$ cat config.mk
export PLATFORM = sky130hd
export DESIGN_NAME = seq_comparator
export DESIGN_NICKNAME = d
export VERILOG_FILES = /design/src/rtl/seq_comparator.sv
export SDC_FILE = /design/constraint.sdc
export NUM_CORES = 1
export LEC_CHECK = 0
export BUFFER_PORTS_ARGS = -buffer_cell sky130_fd_sc_hd__buf_2
export CORE_MARGIN = 3
export CORE_UTILIZATION = 28
export DETAILED_ROUTE_END_ITERATION = 10
export SYNTH_ARGS = -nofsm -noshare
export SYNTH_HDL_FRONTEND = slang
export SYNTH_SLANG_ARGS = --single-unit
$ cat constraint.sdc
create_clock -name clock -period 4.1 [get_ports clock]
set_input_delay 0.41 -clock clock [delete_from_list [all_inputs] [get_ports clock]]
set_output_delay 0.41 -clock clock [all_outputs]
set_load 0.01 [all_outputs]
$ cat src/rtl/seq_comparator.sv
// Multi-cycle magnitude/equality comparator: scans CHUNK-bit slices MSB-first and
// stops at the first differing slice. Signed mode biases the sign bit so one unsigned scan serves both.
module seq_comparator #(
  parameter int WIDTH = 32,
  parameter int CHUNK = 8
) (
  input  logic             clock,
  input  logic             reset,
  input  logic             in_valid,
  output logic             in_ready,
  input  logic [WIDTH-1:0] a,
  input  logic [WIDTH-1:0] b,
  input  logic [2:0]       op,
  input  logic             signed_mode,
  output logic             out_valid,
  input  logic             out_ready,
  output logic             compout,
  output logic             err
);

  localparam int NCHUNK = WIDTH / CHUNK;
  localparam int IDX_W  = (NCHUNK > 1) ? $clog2(NCHUNK) : 1;
  localparam logic [IDX_W-1:0] IDX_TOP = IDX_W'(NCHUNK - 1);

  generate
    if ((WIDTH % CHUNK) != 0 || CHUNK < 1) begin : g_bad_chunk
      $error("seq_comparator: WIDTH must be an integer multiple of CHUNK");
    end
  endgenerate

  typedef enum logic [1:0] {IDLE, SCAN, DONE} state_t;

  state_t           state_q, state_d;
  logic [IDX_W-1:0] idx_q, idx_d;
  logic             gt_q, gt_d, lt_q, lt_d, eq_q, eq_d;
  logic             compout_q, compout_d, err_q, err_d;
  logic [WIDTH-1:0] a_q, b_q;
  logic [2:0]       op_q;
  logic             load;
  logic [CHUNK-1:0] a_sl, b_sl;

  function automatic logic op_result(input logic [2:0] o, input logic g,
                                     input logic l, input logic e);
    case (o)
      3'd0:    op_result = e;
      3'd1:    op_result = g | e;
      3'd2:    op_result = l | e;
      3'd3:    op_result = g;
      3'd4:    op_result = l;
      3'd5:    op_result = ~e;
      default: op_result = 1'b0;
    endcase
  endfunction

  assign in_ready  = (state_q == IDLE) && !reset;
  assign out_valid = (state_q == DONE);
  assign compout   = compout_q;
  assign err       = err_q;

  assign a_sl = a_q[int'(idx_q)*CHUNK +: CHUNK];
  assign b_sl = b_q[int'(idx_q)*CHUNK +: CHUNK];

  always_comb begin
    state_d   = state_q;
    idx_d     = idx_q;
    gt_d      = gt_q;
    lt_d      = lt_q;
    eq_d      = eq_q;
    compout_d = compout_q;
    err_d     = err_q;
    load      = 1'b0;
    case (state_q)
      IDLE: begin
        if (in_valid && in_ready) begin
          load = 1'b1;
          gt_d = 1'b0;
          lt_d = 1'b0;
          eq_d = 1'b0;
          idx_d = IDX_TOP;
          if (op > 3'd5) begin
            state_d   = DONE;
            err_d     = 1'b1;
            compout_d = 1'b0;
          end else begin
            state_d = SCAN;
          end
        end
      end
      SCAN: begin
        if (a_sl != b_sl) begin
          gt_d      = (a_sl > b_sl);
          lt_d      = (a_sl < b_sl);
          state_d   = DONE;
          compout_d = op_result(op_q, a_sl > b_sl, a_sl < b_sl, 1'b0);
        end else if (idx_q == '0) begin
          eq_d      = 1'b1;
          state_d   = DONE;
          compout_d = op_result(op_q, 1'b0, 1'b0, 1'b1);
        end else begin
          idx_d = idx_q - IDX_W'(1);
        end
      end
      DONE: begin
        if (out_ready) begin
          state_d   = IDLE;
          compout_d = 1'b0;
          err_d     = 1'b0;
          gt_d      = 1'b0;
          lt_d      = 1'b0;
          eq_d      = 1'b0;
          idx_d     = IDX_TOP;
        end
      end
      default: state_d = IDLE;
    endcase
  end

  // control state
  always_ff @(posedge clock) begin
    if (reset) begin
      state_q   <= IDLE;
      idx_q     <= IDX_TOP;
      gt_q      <= 1'b0;
      lt_q      <= 1'b0;
      eq_q      <= 1'b0;
      compout_q <= 1'b0;
      err_q     <= 1'b0;
    end else begin
      state_q   <= state_d;
      idx_q     <= idx_d;
      gt_q      <= gt_d;
      lt_q      <= lt_d;
      eq_q      <= eq_d;
      compout_q <= compout_d;
      err_q     <= err_d;
    end
  end

  // operand capture; sign-bit inversion maps two's complement onto unsigned order
  always_ff @(posedge clock) begin
    if (load) begin
      a_q  <= {a[WIDTH-1] ^ signed_mode, a[WIDTH-2:0]};
      b_q  <= {b[WIDTH-1] ^ signed_mode, b[WIDTH-2:0]};
      op_q <= op;
    end
  end

endmodule

# Word-level counts from Yosys, hierarchy flattened
# Cells that the tools add are included.
# totals
out_inout_bits	4
register_bits	73
memories	0
word_cells	68
ramBits	0
in_bits	72
romBits	0
latch_bits	0
# classes
bitwise_logic	2
mul	0
n_reduce_logical	15
shift	2
magnitude_cmp	3
muxes	24
add_sub_neg	1
div	0
eq_ne	14
# ops
cell	n
variable part select 32 x 6 -> 8 bit	2
two-way mux 2 bit	9
one-hot mux 2 bit (3 select lines)	2
two-way mux 1 bit	10
AND reduction 5 bit	2
> comparator 8 bit	1
less-than comparator 8 bit	1
inequality test 8 bit	1
== test 3 x 2 -> 1 bit, second input constant	2
== test 3 bit, second input constant	2
inequality test 2 x 1 -> 1 bit, second input constant	3
one-hot mux 1 bit (3 select lines)	2
zero test 2 bit	2
inequality test 2 bit, second input constant	2
AND reduction 4 bit	1
OR reduction 2 bit	2
== test 3 x 1 -> 1 bit, second input constant	1
> comparator 3 bit, second input constant	1
zero test 3 bit	1
inequality test 3 bit, second input constant	1
AND reduction 3 bit	1
nonzero test 3 bit	1
OR reduction 3 bit	1
== test 2 x 1 -> 1 bit, second input constant	1
7 further kinds	9

# Longest topological paths before layout
# Gate-level depths: netlist (run 1).
# logic_depth
ltp_word	6
depth_mapped	10
mapped_depth_nobuf	8

# Worst setup path before layout (run 1)
# OpenSTA, ideal clock, no wires.
# synth_path
path_kind	register to register
from	reg idx_q[0]
to	reg compout_q, in the netlist compout
t_arrival_ns	2.894
synth_period_minus_slack_ns	2.972
setup_slack_ns	1.128
required_time_ns	4.021
stages_incl_launch_ff	10
cell_sequence	dfxtp_1 -> buf_2 -> buf_2 -> mux4_2 -> ha_1 -> a21oi_1 -> o221ai_2 -> or4_1 -> a311o_1 -> o211ai_1
# synth_between
elab_chain_len	5
word_cells_on_any_way	11
cone_classes	order compare (2); eq/ne (2); shift (2); mux (3); reduce/logical (2)
# synth_lines
item	line	source
start: declaration	34	logic [IDX_W-1:0] idx_q, idx_d;
start signal: assignment	130	idx_q <= idx_d;
variable part select 32 x 6 -> 8 bit, on equally long branches	60, 61	
less-than comparator 8 bit or > comparator 8 bit (tied branches)	94	compout_d = op_result(op_q, a_sl > b_sl, a_sl < b_sl, 1'b0);
one-hot mux 1 bit (3 select lines)	44	case (o)
two-way mux 1 bit	90	if (a_sl != b_sl) begin
one-hot mux 1 bit (3 select lines)	72	case (state_q)
end signal: assignment	134	compout_q <= compout_d;
end: declaration	36	logic compout_q, compout_d, err_q, err_d;
# Several ways; a longest one is shown, not always the timed one.
# A chain may end at the register's enable or synchronous reset.

# Worst setup path in the final report (run 1)
# layout_path
from	reg idx_q[1]
to	reg compout_q, in the netlist compout
# The elaborated chain is that of the path after synthesis.

==> qor.txt, run 1 <==
Vias = 1718
Design Power = 0.00144 W
Critical path class = flip-flop to flip-flop
Clock Sinks = 73
CTS Buffer Depth = 2
Met2 Wirelength = 2.57 mm
Final WL = 5.85 mm
Power Dens Cells = 388 nW/um^2
Worst IR Drop VDD = 0.000147 V
Avg Inst Size Synth = 17.7 um^2
Root Buffer = clkbuf_8
Row cnt = 37
Post-Layout Inst Area = 3720 um^2
GP Congestion = 0.692
Num CTS Buffers = 9
Post-synth EDFFs = 67
Reg2reg start = idx_q[1]$_SDFFE_PP1P_
Vias per inst = 4.36
Worst Reg-to-Reg Cells = 7
Final setup viols = 0
Initial antenna violation count = 0
Outcome = finished, final reports clean
Asr flop ratio synth = 0%
Initial core utilization = 29.1%
Leak = 1.44 nW
MaxCap Viol Count = 0
Measured slew at the worst slew-check pin = 0.861 ns
Synth Cell Area = 3030 um^2
First-pass iteration count of the detailed router = 4
Hold Path Depth = 1
Max Fanout on Critical Path = 18
Grt total ovfl = 0
Wl on met1 = 2.74 mm
Final hold viol count = 0
Seq/Total Area, Yosys = 70.3%
FF+latch count, synth = 73
RSZ-0062 raised after global routing = no
Worst path max stage delay = 0.89 ns
HPWL after detailed placement = 4.27 mm
Mapped Cells = 171
Max-slew headroom = 42.5%
Worst R2R Setup Slack = 1.13 ns
Layout cell share with drive strength beyond 1 = 43.8%
Reg2Reg Capture Point = compout$_SDFFE_PP0P_
CORE AREA = 10400 um^2
Worst path slowest cell = dfxtp_1
Cell Area, Placed = 3560 um^2
Top sig layer = met4
DRT iter0 DRCs = 94
Crit-path leading delay family = flip-flops
Final Max Slew Viols = 0
TNS Setup = 0 ns
Vias in the first global route = 1866
Post_cts resized = 0
CP Buf/Inv Count = 0
Total global routing track utilization = 10.7%
Fin nets = 334
Min Tclk post-route = 2.97 ns
Fmax = 337 MHz
Clk_lat worst skew = 0.34 ns
Area Overhead vs Synth = 22.6%
# Post-CTS Setup Buffers = 0
Period utilisation layout = 72.4%
# diodes = 0
CTS tree = done
Met3 routed WL = 364 um
Largest net degree at the start of global routing = 40
Worst hold start = a[18]
Top-Level Pins = 76
H-tree depth = 3
Critical Path AT = 3.23 ns
WL/cell = 14.8 um
Clk slew on worst S/H paths = 0.07 ns
Setup Skew = 0.00431 ns
Worst Path Required = 4.37 ns
Post-synth top flop = edfxtp_1
Syn nets = 252
Startpoint types = flip-flop
Fillcell total = 1025
Die area = 12100 um^2
Die W = 110 um
Critical-path cell list = mux4_2 -> ha_1 -> a21oi_1 -> o221ai_2 -> or4_1 -> a311o_1 -> o211ai_1
Crit end category = flip-flop
Post-route DRC violation count = 0
First-pass GRT wire length = 9.36 mm
Ys Warns = 0
Antenna viol nets, final = 0
Buffers on Ports = 75
Tightest Hold Check Type = primary input to flip-flop
Worst hold slack = 0.238 ns
Cell variety after synth = 36
Hold path endpoint = a_q[18]$_DFFE_PP_
Post-CTS Hold Fix Bufs = 0
Die Span Y = 110 um
==> power by group <==
group | switching (W) | total [W] | internal (W)
registers | 0.0000136 | 0.000872 | 0.000859
clock network | 0.000241 | 0.000457 | 0.000216
logic | 0.0000577 | 0.000114 | 0.0000565
total | 0.000312 | 0.00144 | 0.00113
==> worst reg2reg max path: stages, from the launching register on <==
cell and delay (ns):
dfxtp_1 0.89, mux4_2 0.42, ha_1 0.33, a21oi_1 0.21
o221ai_2 0.14, or4_1 0.50, a311o_1 0.32, o211ai_1 0.09
==> cells in the final DEF (no fill, tap or decap), types with 2 or more instances in the layout <==
cell type / instances
a211oi_1: 2
a21oi_1: 8
buf_2: 75
buf_4: 2
clkbuf_1: 3
clkbuf_8: 9
clkinv_2: 4
dfxtp_1: 6
edfxtp_1: 67
ha_1: 9
inv_1: 12
mux4_2: 16
nand2_1: 6
nand2b_1: 2
nor2_1: 10
nor3_1: 2
nor3b_1: 2
or2_1: 2
xor2_1: 2
==> logic make-up after synthesis <==
| logic type | Yosys count | share of synthesized area (%) |
|---|---|---|
| AOI/OAI and AO/OA | 18 | 4.21 |
| xor gates and xnor gates | 3 | 0.866 |
| adders and majority gates | 9 | 3.71 |
| buffers and inverters | 18 | 2.56 |
| DFF | 73 | 70.3 |
| muxes | 17 | 12.2 |
| and+or+nand+nor | 33 | 6.14 |
==> metrics by stage <==
step / instances / util [%] / setup WS [ns]
after detailed placement: 378 / 34.2 / 1.06
after floorplan: 171 / - / 1.13
final: 394 / 35.7 / 1.13
after global placement: 378 / 34.2 / 1.13
after CTS: 394 / 35.7 / 1.04
after global routing: 394 / 35.7 / 0.878
==> metal layers <==
metal	global-route usage, %	up-vias
met5	0	-
li1	-	839
met2	15.0	55
met1	14.5	808
met3	3.32	16
met4	6.24	0
==> final cells by class <==
cell class	instances	area, um^2	area share [%]
clock buffer	12	135	3.63
inverter	12	45.0	1.21
timing repair buffer	77	390	10.5
tap	136	170	4.58
multi-input combinational	80	826	22.2
clock inverter	4	20.0	0.538
sequential	73	2130	57.3
==> state kept, by name (all words and copies together) (netlist names) <==
name     flops
compout      1
err          1
op_q         3
state_q      2
idx_q        2
b_q         32
a_q         32
==> worst max-delay path by stage <==
stage                                startpoint                   end  slack (ns)  cells after the start
after floorplan           idx_q[0]$_SDFFE_PP1P_  compout$_SDFFE_PP0P_        1.13                      9
after global placement    idx_q[1]$_SDFFE_PP1P_  compout$_SDFFE_PP0P_        1.13                      7
after detailed placement  idx_q[1]$_SDFFE_PP1P_  compout$_SDFFE_PP0P_        1.06                      7
after CTS                 idx_q[1]$_SDFFE_PP1P_  compout$_SDFFE_PP0P_        1.04                      7
after global routing      idx_q[1]$_SDFFE_PP1P_  compout$_SDFFE_PP0P_        0.88                      7
final                     idx_q[1]$_SDFFE_PP1P_  compout$_SDFFE_PP0P_        1.13                      7
==> cell usage after synthesis, drive strengths merged, types with 2 or more instances <==
cell type	count	share of area (%)
and2	2	0.50
nand2	6	0.74
nor3	2	0.33
a211oi	2	0.49
or2	2	0.41
clkbuf	3	0.37
edfxtp	67	66
dfxtp	6	4.0
ha	9	3.7
nand2b	2	0.41
nor3b	2	0.49
nor2	11	1.4
nand4	2	0.62
xor2	2	0.58
a21oi	8	1.3
inv	12	1.5
buf	3	0.70
mux4	16	12
(Power assumes the default switching activity.)
==> run 2: changes to the inputs <==
==> constraint.sdc (replaced) <==
create_clock -name clock -period 2.6 [get_ports clock]
set_input_delay 0.26 -clock clock [delete_from_list [all_inputs] [get_ports clock]]
set_output_delay 0.26 -clock clock [all_outputs]
set_load 0.01 [all_outputs]
==> run 2 against run 1 <==
  * Setup slack got worse by 1.1 ns
  * Combinational power rose by 87%
  * Wire length rose by 3.7%
  * Flip-flop and latch count did not move
  * Final area rose by 8.9%
  * Via count rose by 3.0%
  * Clock-buffer cell count fell by 1
  * Critical path depth rose by 2
  * Power rose by 82%
  * Final cell count rose by 2.8%
==> qor.txt, run 2 (synthesized netlist as in run 1, its figures left out) <==
Fin nets = 345
Layout cell share with drive strength beyond 1 = 53.2%
Die area = 12100 um^2
Worst R2R Setup Slack = 0.03 ns
Min Tclk post-route = 2.57 ns
Cell Area, Placed = 3670 um^2
CTS tree = done
Power Dens Cells = 649 nW/um^2
Buffers on Ports = 75
Initial core utilization = 29.1%
Clock Sinks = 73
Crit end category = flip-flop
Outcome = finished, final reports clean
Post-Layout Inst Area = 4050 um^2
Hold Path Depth = 1
First-pass iteration count of the detailed router = 4
Post-route DRC violation count = 0
Reg2reg start = idx_q[0]$_SDFFE_PP1P_
Reg2Reg Capture Point = compout$_SDFFE_PP0P_
Setup Skew = 0.00629 ns
Fmax = 390 MHz
GP Congestion = 0.725
Crit-path leading delay family = compound AO/OA/AOI/OAI gates
Worst hold start = b[21]
Clock Power Share = 39.6%
Worst path slowest cell = or4_1
Final WL = 6.07 mm
Critical Path AT = 2.82 ns
GR peak layer = met2
Vias per inst = 4.37
Worst path max stage delay = 0.51 ns
Comb pwr share = 8.1%
Critical-path cell list = buf_8 -> mux4_2 -> inv_2 -> ha_4 -> a21oi_2 -> o221ai_2 -> or4_1 -> a311o_1 -> o211ai_1
Total global routing track utilization = 10.7%
Die W = 110 um
CTS Buffer Depth = 2
Design Power = 0.00263 W
Measured slew at the worst slew-check pin = 0.500 ns
Most frequent cells in the layout = 75 x buf_2, 67 x edfxtp_1, 16 x mux4_2, 10 x nor2_1
MaxCap Viol Count = 0
Initial antenna violation count = 0
RSZ-0062 raised after global routing = yes
Row cnt = 37
GR Util met2 = 16.6%
Crit. path cell count = 9
Grt total ovfl = 0
H-tree depth = 3
Met3 Use GR = 4.08%
Num CTS Buffers = 9
Root Buffer = clkbuf_8
NetSw = 0.000529 W
Top Registers = a_q (32), b_q (32), op_q (3)
Final Max Slew Viols = 0
Final setup viols = 0
HPWL after detailed placement = 4.44 mm
Vias in the first global route = 1894
Vias = 1769
Worst Reg-to-Reg Cells = 9
TNS Setup = 0 ns
Max Fanout on Critical Path = 6
Final hold viol count = 0
Area Overhead vs Synth = 33.4%
Sequential Power Share = 52.3%
Worst hold slack = 0.0963 ns
Period utilisation layout = 98.7%
Critical path class = flip-flop to flip-flop
Clk slew on worst S/H paths = 0.08 ns
Worst Path Required = 2.85 ns
DRT iter0 DRCs = 83
Internal = 0.00210 W
Largest net degree at the start of global routing = 41
Antenna viol nets, final = 0
Max-slew headroom = 66.7%
Hold path endpoint = b_q[21]$_DFFE_PP_
CP Buf/Inv Count = 2
Fillcell total = 989
Net Sw Frac = 20.1%
# diodes = 0
Met1 Use GR = 14.2%
Commonest non-fill, non-tap cell in the layout = buf_2
CORE AREA = 10400 um^2
WL/cell = 15.0 um
First-pass GRT wire length = 9.56 mm
Clk_lat worst skew = 0.33 ns
Worst IR Drop VDD = 0.000318 V
Leak = 1.54 nW
Top-Level Pins = 76
Die Span Y = 110 um
Startpoint types = flip-flop
Tightest Hold Check Type = primary input to flip-flop
-- run 2: cell types whose count changed in the layout (fill, tap and decap cells not counted), sizes merged --
cell,previous run,this run
buf,77,88
bufinv,0,3
clkbuf,12,11
clkinv,4,2
-- run 2: timing repair --
action	CTS	global route
pin swaps	9	2
endpoints found under the setup margin	3	3
setup buffers	0	0
cloned	0	0
gates resized for setup	21	4
hold buffers	0	0
-- run 2: worst register-to-register path: stages (launching register included) --
cell and delay (ns):
dfxtp_4 0.38, buf_8 0.14, mux4_2 0.50, inv_2 0.09, ha_4 0.21, a21oi_2 0.15
o221ai_2 0.14, or4_1 0.51, a311o_1 0.28, o211ai_1 0.09
-- run 2: final cells by class --
type	count	area (um^2)	share of cell area [%]
Multi-Input combinational cell	80	962	23.8
Clock inverter	5	104	2.56
Timing Repair Buffer	88	500	12.4
Sequential cell	73	2140	52.8
Inverter	12	45.0	1.11
Tap cell	136	170	4.20
Clock buffer	11	131	3.24
-- run 2: metal layers --
layer / routed length, um / vias up / part of all wire, %
li1: - / 857 / -
met1: 2690 / 840 / 44
met2: 2880 / 65 / 47
met3: 424 / 7 / 7.0
met4: 70 / 0 / 1.2
met5: 0 / - / 0
-- run 2: how the worst max path moves through the flow --
stage,endpoint,start,slack [ns]
detailed placement,compout$_SDFFE_PP0P_,idx_q[0]$_SDFFE_PP1P_,-0.19
global placement,compout$_SDFFE_PP0P_,idx_q[0]$_SDFFE_PP1P_,-0.14
global route,idx_q[0]$_SDFFE_PP1P_,idx_q[0]$_SDFFE_PP1P_,-0.13
CTS,compout$_SDFFE_PP0P_,idx_q[0]$_SDFFE_PP1P_,-0.00002
finish,compout$_SDFFE_PP0P_,idx_q[0]$_SDFFE_PP1P_,0.03
floorplan,compout$_SDFFE_PP0P_,idx_q[0]$_SDFFE_PP1P_,-0.16
-- run 2: power groups by stage --
stage	clock network, W	registers [W]	logic, W
after global placement	0	0.00140	0.000185
after CTS	0.00108	0.00138	0.000211
final	0.00104	0.00137	0.000213
after global routing	0.00113	0.00138	0.000239
after floorplan	0	0.00139	0.000102
after detailed placement	0	0.00140	0.000189
-- run 2: through the flow --
step / std cells / worst slack [ns] / utilization [%]
after detailed placement: 389 / -0.193 / 35.2
final: 405 / 0.0327 / 38.9
after CTS: 405 / -0.0000178 / 38.6
after global placement: 389 / -0.143 / 35.2
after global routing: 405 / -0.130 / 38.9
after floorplan: 171 / -0.160 / -
==> run 3: changes to the inputs <==
==> constraint.sdc (replaced) <==
create_clock -name clock -period 2.6 [get_ports clock]
set_input_delay 0 -clock clock [delete_from_list [all_inputs] [get_ports clock]]
set_output_delay 0 -clock clock [all_outputs]
set_load 0.01 [all_outputs]
==> run 3 against run 2 <==
  * Clock skew is 0.00072 ns higher
  * Critical path depth unchanged
  * Wire length rose by 13%
  * Via count grew 17%
  * Utilization grew 6.9 points
  * Sequential share of layout area fell by 8.0 points
  * Critical path type unchanged
  * Largest power group unchanged
==> qor.txt, run 3 (synthesized netlist as in run 1, its figures left out) <==
Outcome = finished, final reports clean
Fmax = 390 MHz
Row cnt = 37
Crit-path leading delay family = compound AO/OA/AOI/OAI gates
Critical path class = flip-flop to flip-flop
Sequential Power Share = 50.5%
Final WL = 6.83 mm
Top-Level Pins = 76
Startpoint types = flip-flop
Comb pwr share = 11.1%
RSZ-0062 raised after global routing = yes
NetSw = 0.000549 W
Worst IR Drop VDD = 0.000395 V
First-pass GRT wire length = 11.2 mm
Placed Cells incl. Taps = 389
Fin cells = 477
Total global routing track utilization = 12.4%
Worst R2R Setup Slack = 0.03 ns
Clock Sinks = 73
Largest net degree at the start of global routing = 41
Critical Path AT = 2.82 ns
Internal = 0.00217 W
Critical-path cell list = buf_8 -> mux4_2 -> inv_2 -> ha_4 -> a21oi_2 -> o221ai_2 -> or4_1 -> a311o_1 -> o211ai_1
WL/cell = 14.3 um
GP Congestion = 0.725
Worst Path Required = 2.85 ns
Initial antenna violation count = 0
Reg2Reg Capture Point = compout$_SDFFE_PP0P_
TNS Setup = 0 ns
Hold path endpoint = state_q[1]$_SDFFE_PP0P_
Vias = 2078
Worst Reg-to-Reg Cells = 9
Clk slew on worst S/H paths = 0.07 ns
Worst hold start = in_valid
Post-route DRC violation count = 0
# diodes = 0
Worst path max stage delay = 0.51 ns
# Post-CTS Setup Buffers = 0
Die Span Y = 110 um
Clk_lat worst skew = 0.33 ns
Most frequent cells in the layout = 75 x buf_2, 72 x dlygate4sd3_1, 67 x edfxtp_1, 16 x mux4_2, 10 x nor2_1
Leak = 1.84 nW
Tightest Hold Check Type = primary input to flip-flop
CORE AREA = 10400 um^2
CTS Buffer Depth = 2
Clock Power Share = 38.4%
Max-slew headroom = 66.2%
First-pass iteration count of the detailed router = 4
CTS tree = done
Final hold viol count = 0
Measured slew at the worst slew-check pin = 0.507 ns
Initial core utilization = 29.1%
Final Max Slew Viols = 0
Buffers on Ports = 75
Die area = 12100 um^2
Design Power = 0.00272 W
Vias per inst = 4.36
Min Tclk post-route = 2.57 ns
Antenna viol nets, final = 0
H-tree depth = 3
DRT iter0 DRCs = 92
MaxCap Viol Count = 0
CP Buf/Inv Count = 2
Num CTS Buffers = 9
Commonest non-fill, non-tap cell in the layout = buf_2
Worst path slowest cell = or4_1
Top Registers = a_q (32), b_q (32), op_q (3)
Layout cell share with drive strength beyond 1 = 41.9%
Setup Skew = 0.00701 ns
Period utilisation layout = 98.7%
Vias in the first global route = 2240
HPWL after detailed placement = 4.44 mm
Power Dens Cells = 571 nW/um^2
Net Sw Frac = 20.2%
Final setup viols = 0
Fin nets = 417
Area Overhead vs Synth = 57.2%
Crit end category = flip-flop
Hold Path Depth = 5
Max Fanout on Critical Path = 6
Die W = 110 um
Reg2reg start = idx_q[0]$_SDFFE_PP1P_
Grt total ovfl = 0
Root Buffer = clkbuf_8
## run 3: cell count changes in the layout (fill, tap and decap cells not counted)
cell	delta
dlygate4sd3_1	+72
## run 3: worst max-delay path by stage
stage | cells past startpoint | endpoint | slack [ns] | from
global placement | 8 | compout$_SDFFE_PP0P_ | -0.14 | idx_q[0]$_SDFFE_PP1P_
floorplan | 9 | compout$_SDFFE_PP0P_ | -0.16 | idx_q[0]$_SDFFE_PP1P_
global route | 9 | idx_q[0]$_SDFFE_PP1P_ | -0.13 | idx_q[0]$_SDFFE_PP1P_
finish | 9 | compout$_SDFFE_PP0P_ | 0.03 | idx_q[0]$_SDFFE_PP1P_
CTS | 8 | compout$_SDFFE_PP0P_ | -0.00002 | idx_q[0]$_SDFFE_PP1P_
detailed placement | 8 | compout$_SDFFE_PP0P_ | -0.19 | idx_q[0]$_SDFFE_PP1P_
## run 3: stage by stage
| step | area (um^2) | worst slack [ns] | hold slack [ns] | utilization (%) |
|---|---|---|---|---|
| 6_report | 4770 | 0.0344 | 0.0830 | 45.8 |
| 5_1_grt | 4770 | -0.129 | 0.111 | 45.8 |
| 4_1_cts | 4740 | -0.0000178 | 0.0777 | 45.5 |
| 3_5_place_dp | 3670 | -0.193 | 0.178 | 35.2 |
| 3_3_place_gp | 3670 | -0.143 | 0.176 | 35.2 |
| 2_1_floorplan | 3050 | -0.160 | 0.0514 | - |
## run 3: area by class of cell
cell class / count / area, um^2
Clock inverter: 5 / 104
Clock buffer: 11 / 131
Inverter: 12 / 45.0
Tap cell: 136 / 170
Fill cell: 940 / 5650
Timing Repair Buffer: 160 / 1220
Multi-Input combinational cell: 80 / 962
Sequential cell: 73 / 2140
## run 3: power by group through the flow
| stage | clock, W | combinational [W] | sequential, W |
|---|---|---|---|
| 6_report | 0.00104 | 0.000303 | 0.00137 |
| 5_1_grt | 0.00113 | 0.000336 | 0.00138 |
| 4_1_cts | 0.00108 | 0.000298 | 0.00138 |
| 3_5_place_dp | 0 | 0.000189 | 0.00140 |
| 3_3_place_gp | 0 | 0.000185 | 0.00140 |
| 2_1_floorplan | 0 | 0.000102 | 0.00139 |
## run 3: metal layers
metal / track usage (%) / part of all wire, %
met1: 15.6 / 42
met2: 20.3 / 50
met3: 4.08 / 6.2
met4: 3.69 / 1.6
met5: 0 / 0
## run 3: tightest hold or removal path: stages
cell	delay [ns]
buf_2	0.10
nor2_1	0.04
nor2_1	0.07
a22oi_1	0.07
nor2_1	0.09
## run 3: timing repair
action | 4_1_cts | 5_1_grt
hold buffers | 72 | 0
pin swaps | 9 | 2
endpoints found under the setup margin | 3 | 3
resized for setup | 21 | 4
hold endpoints to repair | 72 | 0
